`src/rtl/tpu_pkg.sv`:
```
// -----------------------------------------------------------------------------
// tpu_pkg
//   Shared definitions for the TPU job sequencer:
//     - default parameter values (operand width, accumulator width, array
//       size, drain length)
//     - sequencer FSM state encoding
//     - lane / matrix-element bit-offset helpers used to pack and unpack the
//       flat matrix and lane buses
// -----------------------------------------------------------------------------
package tpu_pkg;

    localparam int DEF_BIT_WIDTH    = 16;
    localparam int DEF_ACC_WIDTH    = 40;
    localparam int DEF_DEPTH        = 4;
    localparam int DEF_DRAIN_CYCLES = 8;

    typedef enum logic [2:0] {
        IDLE    = 3'd0,
        LOAD_WT = 3'd1,
        SETTLE  = 3'd2,
        FEED    = 3'd3,
        DRAIN   = 3'd4,
        DONE    = 3'd5
    } tpu_state_e;

    // LSB of matrix element (r,c) in a row-major flat bus.
    function automatic int elem_lsb(input int r, input int c, input int depth, input int width);
        return (r * depth + c) * width;
    endfunction

    // LSB of lane i in a flat lane bus.
    function automatic int lane_lsb(input int lane, input int width);
        return lane * width;
    endfunction

    function automatic int max3(input int a, input int b, input int c);
        int m;
        m = (a > b) ? a : b;
        return (m > c) ? m : c;
    endfunction

endpackage

```
`src/rtl/tpu_skew_feed.sv`:
```
// -----------------------------------------------------------------------------
// tpu_skew_feed
//   Combinational diagonal skew selector. In feed step t, lane i carries
//   data element (i, t-i) when 0 <= t-i < DEPTH, otherwise zero, so the
//   array sees a wavefront that enters row i one cycle after row i-1.
//   Ports:
//     en_i        - selector enable; all lanes are zero when low
//     t_i         - feed step index
//     data_mat_i  - flat row-major data matrix
//     lanes_o     - skewed lane bus, lane i at [i*BIT_WIDTH +: BIT_WIDTH]
// -----------------------------------------------------------------------------
module tpu_skew_feed
    import tpu_pkg::*;
#(
    parameter int BIT_WIDTH = DEF_BIT_WIDTH,
    parameter int DEPTH     = DEF_DEPTH,
    parameter int CNT_W     = 4
) (
    input  logic                               en_i,
    input  logic [CNT_W-1:0]                   t_i,
    input  logic [BIT_WIDTH*DEPTH*DEPTH-1:0]   data_mat_i,
    output logic [BIT_WIDTH*DEPTH-1:0]         lanes_o
);

    always_comb begin
        lanes_o = '0;
        for (int i = 0; i < DEPTH; i++) begin
            if (en_i && (int'(t_i) >= i) && (int'(t_i) - i < DEPTH)) begin
                lanes_o[lane_lsb(i, BIT_WIDTH) +: BIT_WIDTH] =
                    data_mat_i[elem_lsb(i, int'(t_i) - i, DEPTH, BIT_WIDTH) +: BIT_WIDTH];
            end
        end
    end

endmodule

```
`src/rtl/tpu_sequencer.sv`:
```
// -----------------------------------------------------------------------------
// tpu_sequencer
//   Runs one weight-load / compute job on a DEPTH x DEPTH systolic array:
//   load weight rows bottom-up, settle one cycle, stream skewed data,
//   wait DRAIN_CYCLES for the wavefront to reach the bottom row, then
//   capture the bottom-row accumulators and pulse done.
//   Ports:
//     clk, rst     - clock, synchronous active-high reset
//     start        - job request (see handshake note below)
//     wt_mat       - flat weight matrix, element (r,c) at (r*DEPTH+c)*BIT_WIDTH
//     data_mat     - flat data matrix, same packing
//     pe_out       - bottom-row accumulators, lane j at j*ACC_WIDTH
//     control      - array weight-load enable
//     wt_arr       - weight bus to the array
//     data_arr     - skewed data bus to the array
//     busy         - job in progress (low in IDLE and DONE)
//     done         - one-cycle pulse when result is valid
//     result       - pe_out captured at the end of the last job
//     dbg_state_o  - current FSM state
// Handshake: start is a level sampled only in IDLE; a high start on any
//   clock edge in IDLE accepts one job. It is ignored in every other state,
//   so a requester holding start high gets back-to-back jobs separated by
//   one IDLE cycle. wt_mat/data_mat are read live and must stay stable
//   while busy.
// All outputs are registered: they are computed from the next state and
//   next counter value so they line up with the state they belong to.
// -----------------------------------------------------------------------------
module tpu_sequencer
    import tpu_pkg::*;
#(
    parameter int BIT_WIDTH    = DEF_BIT_WIDTH,
    parameter int ACC_WIDTH    = DEF_ACC_WIDTH,
    parameter int DEPTH        = DEF_DEPTH,
    parameter int DRAIN_CYCLES = DEF_DRAIN_CYCLES
) (
    input  logic                              clk,
    input  logic                              rst,
    input  logic                              start,
    input  logic [BIT_WIDTH*DEPTH*DEPTH-1:0]  wt_mat,
    input  logic [BIT_WIDTH*DEPTH*DEPTH-1:0]  data_mat,
    input  logic [ACC_WIDTH*DEPTH-1:0]        pe_out,
    output logic                              control,
    output logic [BIT_WIDTH*DEPTH-1:0]        wt_arr,
    output logic [BIT_WIDTH*DEPTH-1:0]        data_arr,
    output logic                              busy,
    output logic                              done,
    output logic [ACC_WIDTH*DEPTH-1:0]        result,
    output tpu_state_e                        dbg_state_o
);

    // One counter is shared by every timed state, so it must hold the
    // longest phase length.
    localparam int CNT_MAX = max3(DEPTH, 2 * DEPTH - 1, DRAIN_CYCLES);
    localparam int CNT_W   = $clog2(CNT_MAX + 1);
    typedef logic [CNT_W-1:0] cnt_t;

    localparam cnt_t LOAD_LAST  = cnt_t'(DEPTH - 1);
    localparam cnt_t FEED_LAST  = cnt_t'(2 * DEPTH - 2);
    localparam cnt_t DRAIN_LAST = cnt_t'(DRAIN_CYCLES - 1);

    tpu_state_e                    state_q, state_d;
    cnt_t                          cnt_q, cnt_d;
    logic                          capture;

    logic                          control_q, control_d;
    logic                          busy_q, busy_d;
    logic                          done_q, done_d;
    logic [BIT_WIDTH*DEPTH-1:0]    wt_arr_q, wt_arr_d;
    logic [BIT_WIDTH*DEPTH-1:0]    data_arr_q, data_arr_d;
    logic [ACC_WIDTH*DEPTH-1:0]    result_q;

    // Next state and counter.
    always_comb begin
        state_d = state_q;
        cnt_d   = cnt_q;
        capture = 1'b0;
        unique case (state_q)
            IDLE: begin
                if (start) begin
                    state_d = LOAD_WT;
                    cnt_d   = '0;
                end
            end
            LOAD_WT: begin
                if (cnt_q == LOAD_LAST) begin
                    state_d = SETTLE;
                    cnt_d   = '0;
                end else begin
                    cnt_d = cnt_q + 1'b1;
                end
            end
            SETTLE: begin
                state_d = FEED;
                cnt_d   = '0;
            end
            FEED: begin
                if (cnt_q == FEED_LAST) begin
                    state_d = DRAIN;
                    cnt_d   = '0;
                end else begin
                    cnt_d = cnt_q + 1'b1;
                end
            end
            DRAIN: begin
                if (cnt_q == DRAIN_LAST) begin
                    state_d = DONE;
                    cnt_d   = '0;
                    capture = 1'b1;
                end else begin
                    cnt_d = cnt_q + 1'b1;
                end
            end
            DONE: begin
                state_d = IDLE;
                cnt_d   = '0;
            end
            default: begin
                state_d = IDLE;
                cnt_d   = '0;
            end
        endcase
    end

    // Skewed data for the upcoming FEED step.
    tpu_skew_feed #(
        .BIT_WIDTH (BIT_WIDTH),
        .DEPTH     (DEPTH),
        .CNT_W     (CNT_W)
    ) u_skew (
        .en_i       (state_d == FEED),
        .t_i        (cnt_d),
        .data_mat_i (data_mat),
        .lanes_o    (data_arr_d)
    );

    // Registered-output values for the upcoming cycle. Weight rows go out
    // bottom row first so the top row ends up nearest the array input.
    always_comb begin
        control_d = (state_d == LOAD_WT);
        busy_d    = (state_d != IDLE) && (state_d != DONE);
        done_d    = (state_d == DONE);
        wt_arr_d  = '0;
        if (state_d == LOAD_WT) begin
            for (int j = 0; j < DEPTH; j++) begin
                wt_arr_d[lane_lsb(j, BIT_WIDTH) +: BIT_WIDTH] =
                    wt_mat[elem_lsb(DEPTH - 1 - int'(cnt_d), j, DEPTH, BIT_WIDTH) +: BIT_WIDTH];
            end
        end
    end

    always_ff @(posedge clk) begin
        if (rst) begin
            state_q    <= IDLE;
            cnt_q      <= '0;
            control_q  <= 1'b0;
            busy_q     <= 1'b0;
            done_q     <= 1'b0;
            wt_arr_q   <= '0;
            data_arr_q <= '0;
            result_q   <= '0;
        end else begin
            state_q    <= state_d;
            cnt_q      <= cnt_d;
            control_q  <= control_d;
            busy_q     <= busy_d;
            done_q     <= done_d;
            wt_arr_q   <= wt_arr_d;
            data_arr_q <= data_arr_d;
            if (capture) begin
                result_q <= pe_out;
            end
        end
    end

    assign control     = control_q;
    assign busy        = busy_q;
    assign done        = done_q;
    assign wt_arr      = wt_arr_q;
    assign data_arr    = data_arr_q;
    assign result      = result_q;
    assign dbg_state_o = state_q;

endmodule

```
`config.mk`:
```
export PLATFORM = sky130hd
export DESIGN_NAME = tpu_sequencer
export DESIGN_NICKNAME = d
export VERILOG_FILES = /design/src/rtl/tpu_pkg.sv /design/src/rtl/tpu_skew_feed.sv /design/src/rtl/tpu_sequencer.sv
export SDC_FILE = /design/constraint.sdc
export NUM_CORES = 1
export LEC_CHECK = 0
export CAP_MARGIN = 5
export CORE_AREA = 5 5 376 378
export CTS_BUF_LIST = sky130_fd_sc_hd__clkbuf_4 sky130_fd_sc_hd__clkbuf_8 sky130_fd_sc_hd__clkbuf_16
export DETAILED_ROUTE_END_ITERATION = 10
export DIE_AREA = 0 0 381 383
export GPL_TIMING_DRIVEN = 0
export PLACE_DENSITY_LB_ADDON = 0.08
export SLEW_MARGIN = 20
export SYNTH_ARGS = -nofsm -noshare
export SYNTH_HDL_FRONTEND = slang
export SYNTH_SLANG_ARGS = --single-unit
```
`constraint.sdc`:
```
create_clock -name clk -period 5.5 [get_ports clk]
set_input_delay 0.55 -clock clk [delete_from_list [all_inputs] [get_ports clk]]
set_output_delay 0.55 -clock clk [all_outputs]
set_load 0.02 [all_outputs]
```
# ---- Word level (Yosys, flattened, before mapping)
# Cells that the tools add are included.
dict set report totals {
  ramBits 0
  regBits 298
  latchBits 0
  romBits 0
  n_memories 0
  word_cells 80
  inputBits 675
}
dict set report op_classes {
  bitwise 5
  div_mod_pow 0
  n_mux 12
  n_addsub 11
  reduce_logical 15
  n_mul 0
  shifts 8
  n_eq_ne 11
  magnitude_cmp 7
}
# operator n
set op_table {}
lappend op_table {{256-bit by 32-bit indexed part select with 16-bit output} 5}
lappend op_table {{256-bit by 11-bit indexed part select with 16-bit output} 1}
lappend op_table {{256-bit by 12-bit indexed part select with 16-bit output} 1}
lappend op_table {{256-bit by 9-bit indexed part select with 16-bit output} 1}
lappend op_table {{7-bit by 3-bit adder with 8-bit output (second input constant)} 2}
lappend op_table {{4-bit two-way mux} 4}
lappend op_table {{4-bit case mux with 4 select lines} 1}
lappend op_table {{5-bit by 4-bit < comparator with 1-bit output (second input constant)} 3}
lappend op_table {{3-bit case mux with 5 select lines} 1}
lappend op_table {{5-bit by 5-bit adder with 6-bit output (first input constant)} 2}
lappend op_table {{3-bit two-way mux} 4}
lappend op_table {{2-bit OR reduction} 5}
lappend op_table {{4-bit by 2-bit subtractor with 5-bit output (second input constant)} 2}
lappend op_table {{3-bit by 2-bit == test with 1-bit output (second input constant)} 3}
lappend op_table {{7-bit by 2-bit adder with 8-bit output (second input constant)} 1}
lappend op_table {{4-bit by 3-bit == test with 1-bit output (second input constant)} 2}
lappend op_table {{4-bit by 2-bit greater-or-equal comparator with 1-bit output (second input constant)} 2}
lappend op_table {{1-bit logical AND} 8}
lappend op_table {{4-bit by 5-bit adder with 6-bit output (first input constant)} 1}
lappend op_table {{3-bit by 1-bit == test with 1-bit output (second input constant)} 2}
lappend op_table {{3-bit == test (second input constant)} 2}
lappend op_table {{1-bit NOT} 5}
lappend op_table {{2-bit by 4-bit subtractor with 5-bit output (first input constant)} 1}
lappend op_table {{4-bit by 1-bit subtractor with 5-bit output (second input constant)} 1}
lappend op_table {{other kinds (8)} 9}

# ---- Longest topological paths before layout
# Gate-level depths: netlist of the first run.
dict set report logic_depth {
  ltp_word 8
  ltp_mapped 24
  depth_no_buf 16
}

# ---- Cells and area by module
# Synthesis of the first run repeated with hierarchy kept, for this count alone.
dict set report unflattened {
  cells_unflattened 1854
  hier_area_um2 18152.4
}
# module area_per_inst_um2 cells_per_inst instances
set modules_own_cells {}
lappend modules_own_cells {tpu_sequencer 11310.8 1260 1}
lappend modules_own_cells {tpu_skew_feed 6841.6 594 1}

# ---- Worst setup path after synthesis of the first run
# OpenSTA, ideal clock, no wires.
dict set report synth_path {
  kind {register to register}
  from {register cnt_q[0]}
  to {register data_arr_q[23] (netlist: data_arr[23])}
  setup_slack_ns 0.440
  synth_period_minus_slack_ns 5.060
  setup_ns 0.125
  required_ns 5.375
  arrival_ns 4.935
  path_stages_with_launch 24
  path_cell_list {dfxtp_1 > ha_1 > or3b_4 > a32o_1 > o31a_1 > buf_6 > inv_6 > buf_6 > buf_6 > buf_2 > buf_2 > ha_1 > xor2_4 > inv_2 > buf_2 > buf_2 > buf_2 > ha_1 > clkbuf_1 > nand2_1 > nor2_1 > nand3_1 > nand4_1 > nor3_2}
}
dict set report synth_via {
  elab_chain_cells 8
  word_cells_on_any_way 23
  cone_classes {add/sub: 3; order compare: 2; eq/ne: 4; shift: 1; mux: 9; bitwise: 1; reduce/logical: 3}
}
# item line_no
set synth_lines {}
lappend synth_lines {{start, declared} tpu_sequencer.sv:62} ;# cnt_t cnt_q, cnt_d;
lappend synth_lines {{start signal, assigned} tpu_sequencer.sv:163} ;# cnt_q <= cnt_d;
lappend synth_lines {{branches (longest 8 deep; another with 4-bit by 5-bit adder with 6-bit output)} -}
lappend synth_lines {{end signal, assigned} tpu_sequencer.sv:168} ;# data_arr_q <= data_arr_d;
lappend synth_lines {{end, declared} tpu_sequencer.sv:69} ;# logic [BIT_WIDTH*DEPTH-1:0] data_arr_q, data_arr_d;
# Several ways; the timed one is not identified.
# A chain may end at the register's enable or synchronous reset.

# ---- Worst setup path in the final report of the first run
dict set report layout_path {
  from {register cnt_q[0]}
  to {register data_arr_q[63] (netlist: data_arr[63])}
}
dict set report layout_via {
  elab_chain_cells 8
  word_cells_on_any_way 23
  cone_classes {add/sub: 3; order compare: 2; eq/ne: 4; shift: 1; mux: 9; bitwise: 1; reduce/logical: 3}
}
# item
set layout_lines {}
lappend layout_lines {{branches (longest 8 deep; another with 5-bit by 5-bit adder with 6-bit output)}}
# Several ways; the timed one is not identified.

==> results.txt, run 1 <==
Detailed placement finished with a half-perimeter wire length of 126000 microns. The number of antenna violations at the first check in global routing was 44. The clock net sink count is 298. In the synthesized netlist, the number of instances is 1997.

The final layout contains routed wiring with a total length of 155000 microns. The sequential-to-total area share from yosys stat is 31.6%. The number of buffers on the longest clock path came out at 3. The per-cell routed wire length is 31.9 microns. Hold timing on the final database bottoms out at a slack of 0.453 ns. Net switching is 34.4% of the power.

In this run the remaining antenna-violating nets after routing total 0. The average vias per placed instance is 4.43. After detailed routing, the number of remaining DRC violations is 0. The flow ran to the end, and the final reports show no timing, DRC or antenna violations. The share of the synthesized area in compound gates (AO/OA/AOI/OAI) is 9.84%. For this run, the top clock speed supported by timing is 186 MHz. The first detailed-routing pass ran for 5 iterations. Registers are responsible for 26.5% of the overall power. During I/O placement, the number of pins put on the boundary was 969. The total placed instance area came out at 0.0308 sq mm. The count of placed standard cells in the final layout, fillers left out came out at 4860. The number of setup violations in the final report is 0. In the layout the commonest cells are clkdlybuf4s50_1 (967), nand2_1 (559), dfxtp_1 (298), mux4_2 (194), a21oi_1 (167). The sum of overflow across all layers after global routing is 0. Summing the areas of all fa, ha and maj instances in the mapped netlist gives 0.996% of the synthesized area. After synthesis, the share of flip-flops with an asynchronous set or reset is 0%.

The net load switching power came out at 0.00289 W. Leaving out fill and tap cells, the most frequent cell in the layout is clkdlybuf4s50_1. The logic gate share of total power is 36.7%. Of the cells placed in the final design, the portion with a size suffix greater than 1 is 14.0%. In this run the worst setup path begins at cnt_q[0]$_SDFF_PP0_. By area, the combinational part of the netlist is dominated by multiplexers. The port buffer count came out at 967. The number of enable flip-flop cells after synthesis is 0. The maximum number of pins on one net before global-route repair came out at 19. The most used flip-flop cell after synthesis is dfxtp_1. The slew at the pin with the worst max-slew slack is 1.19 ns.

The filler cell count is 14750. The total nets after synthesis came out at 2687. Along the worst path, the maximum fanout reaches 13. The post-CTS clock slew at the launch and capture registers of the worst setup and hold paths is 0.06 ns. TritonCTS created 46 clock buffers. The startpoint identified for the worst register-to-register timing path is cnt_q[0]$_SDFF_PP0_. In this run the worst setup path terminates at data_arr[63]$_SDFF_PP0_. The leakage power summed over all cells is 11.5 nW. Max-cap violations in this run came to 0.

The simple-gate portion of the synthesized area is 19.4%. After synthesis, the share of cell area in mux cells is 32.2%. The number of endpoints with negative hold slack in the final report came to 0. The congestion estimate from routability-driven global placement came to 0.953. The setup clock skew after layout is 0.0345 ns. The floorplan die area is 0.146 sq mm. The worst reg-to-reg path cell count is 16. The starting density of the core is 13.7%. The number of levels the H-tree was split into came out at 2. The type of the worst setup path is flop to flop. The core area is 0.137 sq mm.

The summed area of non-filler cells in the final layout came out at 0.0328 sq mm. The number of register bits inferred by synthesis is 298. The number of placement rows came out at 136. The clock latency of the later-clocked register in the worst-skew pair is 0.61 ns.

The area growth from synthesis to final layout came out at 73.9%. The summed instance area of the synthesized netlist is 0.0188 sq mm. The detailed router's first-iteration violation count came out at 1627. Setup slack on the worst reg-to-reg path comes out at 0.13 ns. The nature of the critical path startpoint is a flop. The endpoint identified for the worst register-to-register timing path is data_arr[63]$_SDFF_PP0_.

In this run the tightest slew margin relative to its limit is 20.5%. The synthesized-area fraction occupied by xor and xnor cells is 0.903%. The internal portion of the total power is 0.00552 W. The number of distinct standard cells referenced by the synthesized netlist came out at 65. The root buffer cell is clkbuf_16.

TritonCTS built the clock tree. A synthesized cell averages 9.44 sq um. The via total after detailed routing came out at 21543. The total of hold buffers inserted after clock tree synthesis is 0. The die span in x came out at 381 microns. The height of the chip is 383 microns. The arrival time of the worst setup path is 5.84 ns. The path type of the worst min-delay path is flop to flop.

The worst vdd rail ir drop is 0.174 mV. The cell area power density is 257 mW/mm^2. The period utilization is 97.7%. The total number of nets in the final design came out at 3709. The global-route usage over all layers is 20.3%. The global-route wire length before repair is 206000 microns. The max-slew violation count is 0. The final period demand of the worst path came out at 5.37 ns. At the worst endpoint, the required time is 5.97 ns. The clock network power share came out at 36.8%. The number of global-route vias before repair is 22226. STA classifies the critical path endpoint as a flop. The yosys synthesis warning count is 0. The number of placed cells counting well taps is 4761.
[cells in the mapped netlist, drive strengths merged (20+ instances only)]
cell	number	area (sq um)
and3	33	206
nor2b	107	669
a211oi	44	405
nand2	560	2100
clkbuf	108	405
dfxtp	298	5970
nand3	46	230
nor3	30	175
a21oi	169	857
mux2i	165	1650
o22ai	20	125
buf	68	477
a31oi	35	219
mux4	194	4370
[critical path: stages, from the launching register on]
cell and delay, ns:
dfxtp_1 0.35, inv_1 0.07, ha_1 0.14, nand3b_1 0.15, a31oi_1 0.44, o21ai_2 0.25, inv_4 0.21, clkbuf_2 0.37
clkbuf_4 0.50, ha_1 0.26, clkbuf_1 0.26, nand3b_1 0.62, o32ai_1 0.58, a21oi_2 0.18, buf_6 0.21, buf_4 0.25
a21oi_1 0.36
[sequential cells by signal, indices dropped and copies added (netlist names)]
register	flops
control	1
done	1
data_arr	64
busy	1
result	160
wt_arr	64
dbg_state_o	3
cnt_q	4
[cell type report]
cell class	instances	area [sq um]	share of cell area, %
Tap cell	1794	2240	6.85
Buffer	170	978	2.99
Clock inverter	19	239	0.729
Multi-Input combinational cell	1512	12100	37.0
Timing Repair Buffer	980	9830	30.0
Sequential cell	298	5970	18.2
Clock buffer	62	1310	3.99
Inverter	11	55.1	0.168
Antenna cell	14	35.0	0.107
[power groups by stage]
| stage | clock network [W] | logic (W) | registers (W) |
|---|---|---|---|
| final | 0.00310 | 0.00309 | 0.00223 |
| after global routing | 0.00333 | 0.00321 | 0.00223 |
| after CTS | 0.00326 | 0.00309 | 0.00223 |
| after detailed placement | 0 | 0.00299 | 0.00227 |
| after global placement | 0 | 0.00298 | 0.00227 |
| after floorplan | 0 | 0.00145 | 0.00233 |
[metrics by stage]
| stage | setup WS [ns] | total power (W) | utilization, % | TNS [ns] |
|---|---|---|---|---|
| floorplan | 0.440 | 0.00378 | - | 0 |
| global route | -0.0187 | 0.00877 | 23.9 | -0.0187 |
| CTS | 0.0152 | 0.00857 | 23.8 | 0 |
| detailed placement | -3.33 | 0.00527 | 22.5 | -102.04 |
| global placement | -4.21 | 0.00525 | 22.4 | -139.83 |
| finish | 0.125 | 0.00841 | 23.9 | 0 |
[worst min-delay path by stage]
| stage | from | endpoint | slack (ns) | cells past startpoint |
|---|---|---|---|---|
| after global routing | pe_out[82] | result[82]$_SDFFE_PP0P_ | 0.44 | 3 |
| after floorplan | result[0]$_SDFFE_PP0P_ | result[0]$_SDFFE_PP0P_ | 0.53 | 2 |
| final | result[143]$_SDFFE_PP0P_ | result[143]$_SDFFE_PP0P_ | 0.45 | 2 |
| after global placement | result[12]$_SDFFE_PP0P_ | result[12]$_SDFFE_PP0P_ | 0.44 | 2 |
| after detailed placement | result[41]$_SDFFE_PP0P_ | result[41]$_SDFFE_PP0P_ | 0.45 | 2 |
| after CTS | pe_out[53] | result[53]$_SDFFE_PP0P_ | 0.41 | 3 |
[routing by layer]
metal,track usage [%],routed length (microns)
met5,0,94
met2,34.7,74200
met4,6.78,6050
met3,5.37,11800
met1,24.7,62900
[cell families after synthesis]
family	Yosys count
mux	364
compound gates	299
fa+ha+maj	15
simple gates	821
buf+inv	187
flops	298
xor+xnor	13
[repair_timing]
action,4_1_cts,5_1_grt
buffers inserted,10,0
pin swaps,6,2
endpoints found under the setup margin,48,26
gates resized for setup,64,16
No activity file was read; power rests on OpenSTA's default activity.
==> run 2, diff against run 1 <==
Settings changed: CORE_AREA 5 5 376 378 to 5 5 379 381, CTS_CLUSTER_DIAMETER from default to 50, DIE_AREA 0 0 381 383 to 0 0 384 386, SETUP_SLACK_MARGIN from default to 0.2, SYNTH_HIERARCHICAL from default to 1.
==> results.txt, run 2 <==
The sequential-to-total area share from yosys stat is 32.9%. Sequential cells burn 23.1% of the power. The worst reg-to-reg path cell count is 19.

The port buffer count came out at 967. In the synthesized netlist the dominant register cell turns out to be dfxtp_1. The worst min-delay path startpoint is pe_out[148]. At the end of the flow, the number of nets in the layout was 3595. The number of enable flip-flop cells after synthesis is 0.

Based on the critical path, the design can be clocked at up to 194 MHz. In this run the vertical extent of the chip is 386 microns. The number of buffers created by CTS came out at 76.

Max-cap violations in this run came to 0. The floorplan die area is 0.148 sq mm. The final period demand of the worst path is 5.15 ns.

The filler cell count came out at 15195. The number of global-route vias before repair is 20743. Entering global routing, the biggest net connects 25 pins. The average vias per placed instance is 4.10. The number of remaining DRC errors is 0. Yosys mapped the design onto 48 distinct sky130hd cell types. TritonCTS built the clock tree.

The number of buffers on the longest clock path came out at 3. The final RePlAce weighted congestion came out at 0.878. The number of top-level pins is 969. The count of nets left with antenna violations after detail routing came out at 0. The arrival time of the worst setup path is 5.64 ns. The worst setup path is captured at a flop.

The endpoint of the worst hold path is result[148]$_SDFFE_PP0P_. The endpoint identified for the worst register-to-register timing path is data_arr[36]$_SDFF_PP0_. Compared with the post-synthesis result, the final layout area differs by 83.5%.

The net load switching power is 0.00300 W. The Yosys step of the flow raised 6 warnings. The HPWL after detailed placement is 122000 microns.

Row generation in the floorplan step produced 138 rows. The register with the most flip-flops in the layout has 160 of them. The number of antenna violations at the first check in global routing is 68. Leaving out fill and tap cells, the most frequent cell in the layout is clkdlybuf4s50_1.

The global-route wire length before repair is 187000 microns. The worst setup path is of the flop to flop kind. Synthesis inferred 298 register bits.

The minimum setup slack among reg-to-reg paths came out at 0.35 ns. For this design the ratio of total power to cell area is 291 mW/mm^2. The largest total area in the synthesized netlist belongs to dfxtp_1. For the final database, setup skew stands at 0.0206 ns. After floorplanning, the core was sized to cover 0.140 sq mm. The worst path required time is 5.99 ns. Setup repair after global routing left no endpoint under its margin.

The worst hold margin came out at 0.442 ns. By count the netlist is led by nand2_1 (438), dfxtp_1 (298), a21oi_1 (241). The global-route usage over all layers came out at 18.4%. Among all cell types in the netlist, the one instantiated most often is nand2_1.

The cell depth of the worst min-delay path came out at 3. The detailed-routing iteration count for the pre-antenna-repair pass came out at 5. The post-route netlist has 18.1% of its cells at a drive strength greater than 1. The per-cell routed wire length came out at 29.7 microns. The sum of overflow across all layers after global routing came out at 0. The average instance area after synthesis is 9.79 sq um.

The largest fanout on the critical path is 24. Synthesis handed over a netlist of 1854 instances. When the netlist entered floorplanning its net count stood at 2541.

The logic gate share of total power is 28.1%. The run finished with clean final reports. The clock network power share is 48.8%.

The clock latency of the later-clocked register in the worst-skew pair came out at 0.66 ns. The max-slew violation count came out at 0. The total wirelength of the detailed-routed design came out at 145000 microns. The path type of the worst min-delay path is input port to flop.

The tree is rooted in a clkbuf_16. The leakage power summed over all cells came out at 11.1 nW. The relative slew slack is 28.4%. Of the available clock period, the critical path in the final layout requires 93.6%. For this run, asynchronously set or reset flops after synthesis account for 0%. The number of levels the H-tree was split into is 3. The share of the synthesized area in the top cell type came out at 32.9%. The via total after detailed routing came out at 20010.

The number of endpoints with negative hold slack in the final report is 0. The clock net sink count is 298. The count of placed standard cells in the final layout, fillers left out is 4884. The worst-case IR drop observed on VDD is 0.198 mV.

The slew at the pin with the worst max-slew slack is 1.07 ns. The switching portion of total power is 31.0%. Once the floorplan was initialized, standard cells occupied 12.9% of the core. Cell internal power was estimated by the tool at 0.00669 W.

The number of placed cells counting well taps is 4712. In the layout the commonest cells are clkdlybuf4s50_1 (967), nand2_1 (438), dfxtp_1 (298), a21oi_1 (241), mux4_2 (159). The sequential cell area is 0.00597 sq mm. In the post-synthesis netlist, the biggest area contributors are dfxtp_1 (33%), mux4_2 (20%), nand2_1 (9.1%). The die span in x came out at 384 microns. The cell area that synthesis handed to floorplanning was 0.0182 sq mm. Setup violations remaining at the end of the flow were counted as 0. The startpoint of the worst-slack reg-to-reg timing path is cnt_q[1]$_SDFF_PP0_. The detailed router's first-iteration violation count came out at 1098. The post-CTS clock slew at the launch and capture registers of the worst setup and hold paths came out at 0.05 ns.

The multi-input gate area in the final layout is 0.0114 sq mm. STA classifies the critical path startpoint as a flop.
-- run 2: cell types whose count changed after synthesis, sizes merged, moves of 20 or more --
cell / delta
a21oi: +72
a31oi: -35
mux2: +59
a221oi: +64
o22ai: -20
nand2: -122
nor3: -23
nand3: -41
mux4: -35
and3: -31
mux2i: -27
nor2b: -34
nor2: +30
-- run 2: worst max-delay path, stage by stage (launching register included) --
cell	delay [ns]
dfxtp_1	0.38
ha_2	0.23
or3b_1	0.38
a222oi_1	0.33
buf_4	0.18
o21a_1	0.18
clkinv_1	0.13
buf_6	0.21
buf_4	0.24
inv_1	0.14
clkbuf_16	0.21
clkbuf_16	0.20
ha_1	0.26
buf_4	0.23
buf_6	0.20
buf_6	0.19
buf_6	0.20
a211oi_1	0.63
a311oi_1	0.17
nor2b_1	0.23
-- run 2: per-stage QoR --
step	area (sq um)	power [W]	setup TNS, ns	utilization, %	setup WS, ns
after global routing	33300	0.0101	0	23.7	0.199
after CTS	33100	0.00987	0	23.6	0.177
after detailed placement	30200	0.00495	-105.36	21.6	-2.92
after floorplan	18200	0.00360	0	-	0.536
after global placement	30200	0.00495	-108.82	21.5	-2.90
final	33300	0.00969	0	23.8	0.351
-- run 2: power groups by stage --
stage	combinational (W)	clock (W)	sequential [W]
6_report	0.00272	0.00473	0.00224
3_5_place_dp	0.00267	0	0.00228
3_3_place_gp	0.00267	0	0.00228
4_1_cts	0.00273	0.00490	0.00224
2_1_floorplan	0.00126	0	0.00234
5_1_grt	0.00285	0.00498	0.00224
-- run 2: routing by layer --
metal,share of wire (%),vias to the layer above,routed length [microns],GRT usage (%)
li1,-,8994,-,-
met1,40,9892,57900,21.9
met2,48,875,69000,30.2
met3,9.0,213,13100,7.25
met4,3.2,36,4700,6.66
met5,0.16,-,225,0
-- run 2: timing repair --
item	in CTS	in global routing
endpoints found under the setup margin	64	37
gates cloned	1	0
hold endpoints to repair	0	0
setup buffers	2	6
hold buffers	0	0
resized for setup	58	17
pin swaps	3	5
-- run 2: logic make-up after synthesis --
logic type | share of synthesized area, %
AOI/OAI and AO/OA | 15.4
DFF | 32.9
and+or+nand+nor | 14.0
xor gates and xnor gates | 0.496
adders and majority gates | 0.827
buffers and inverters | 5.16
muxes | 31.3
-- run 2: worst max path at each step --
stage                                   start                 endpoint  slack, ns  cells past startpoint
finish                    cnt_q[1]$_SDFF_PP0_  data_arr[36]$_SDFF_PP0_       0.35                     19
global route              cnt_q[1]$_SDFF_PP0_  data_arr[47]$_SDFF_PP0_       0.20                     20
CTS                 dbg_state_o[0]$_SDFF_PP0_  data_arr[18]$_SDFF_PP0_       0.18                     20
detailed placement        cnt_q[1]$_SDFF_PP0_  data_arr[18]$_SDFF_PP0_      -2.92                     20
global placement          cnt_q[1]$_SDFF_PP0_  data_arr[18]$_SDFF_PP0_      -2.90                     20
floorplan                 cnt_q[1]$_SDFF_PP0_  data_arr[21]$_SDFF_PP0_       0.54                     21
-- run 2: layout make-up --
type | instances | share of cell area, %
multi-input cells | 1367 | 34.3
repair buffers | 977 | 29.3
flip-flops and latches | 298 | 17.9
well taps | 1890 | 7.10
clock buffers | 95 | 6.38
plain buffers | 178 | 3.05
clock inverters | 42 | 1.61
diodes | 27 | 0.203
inverters | 10 | 0.120
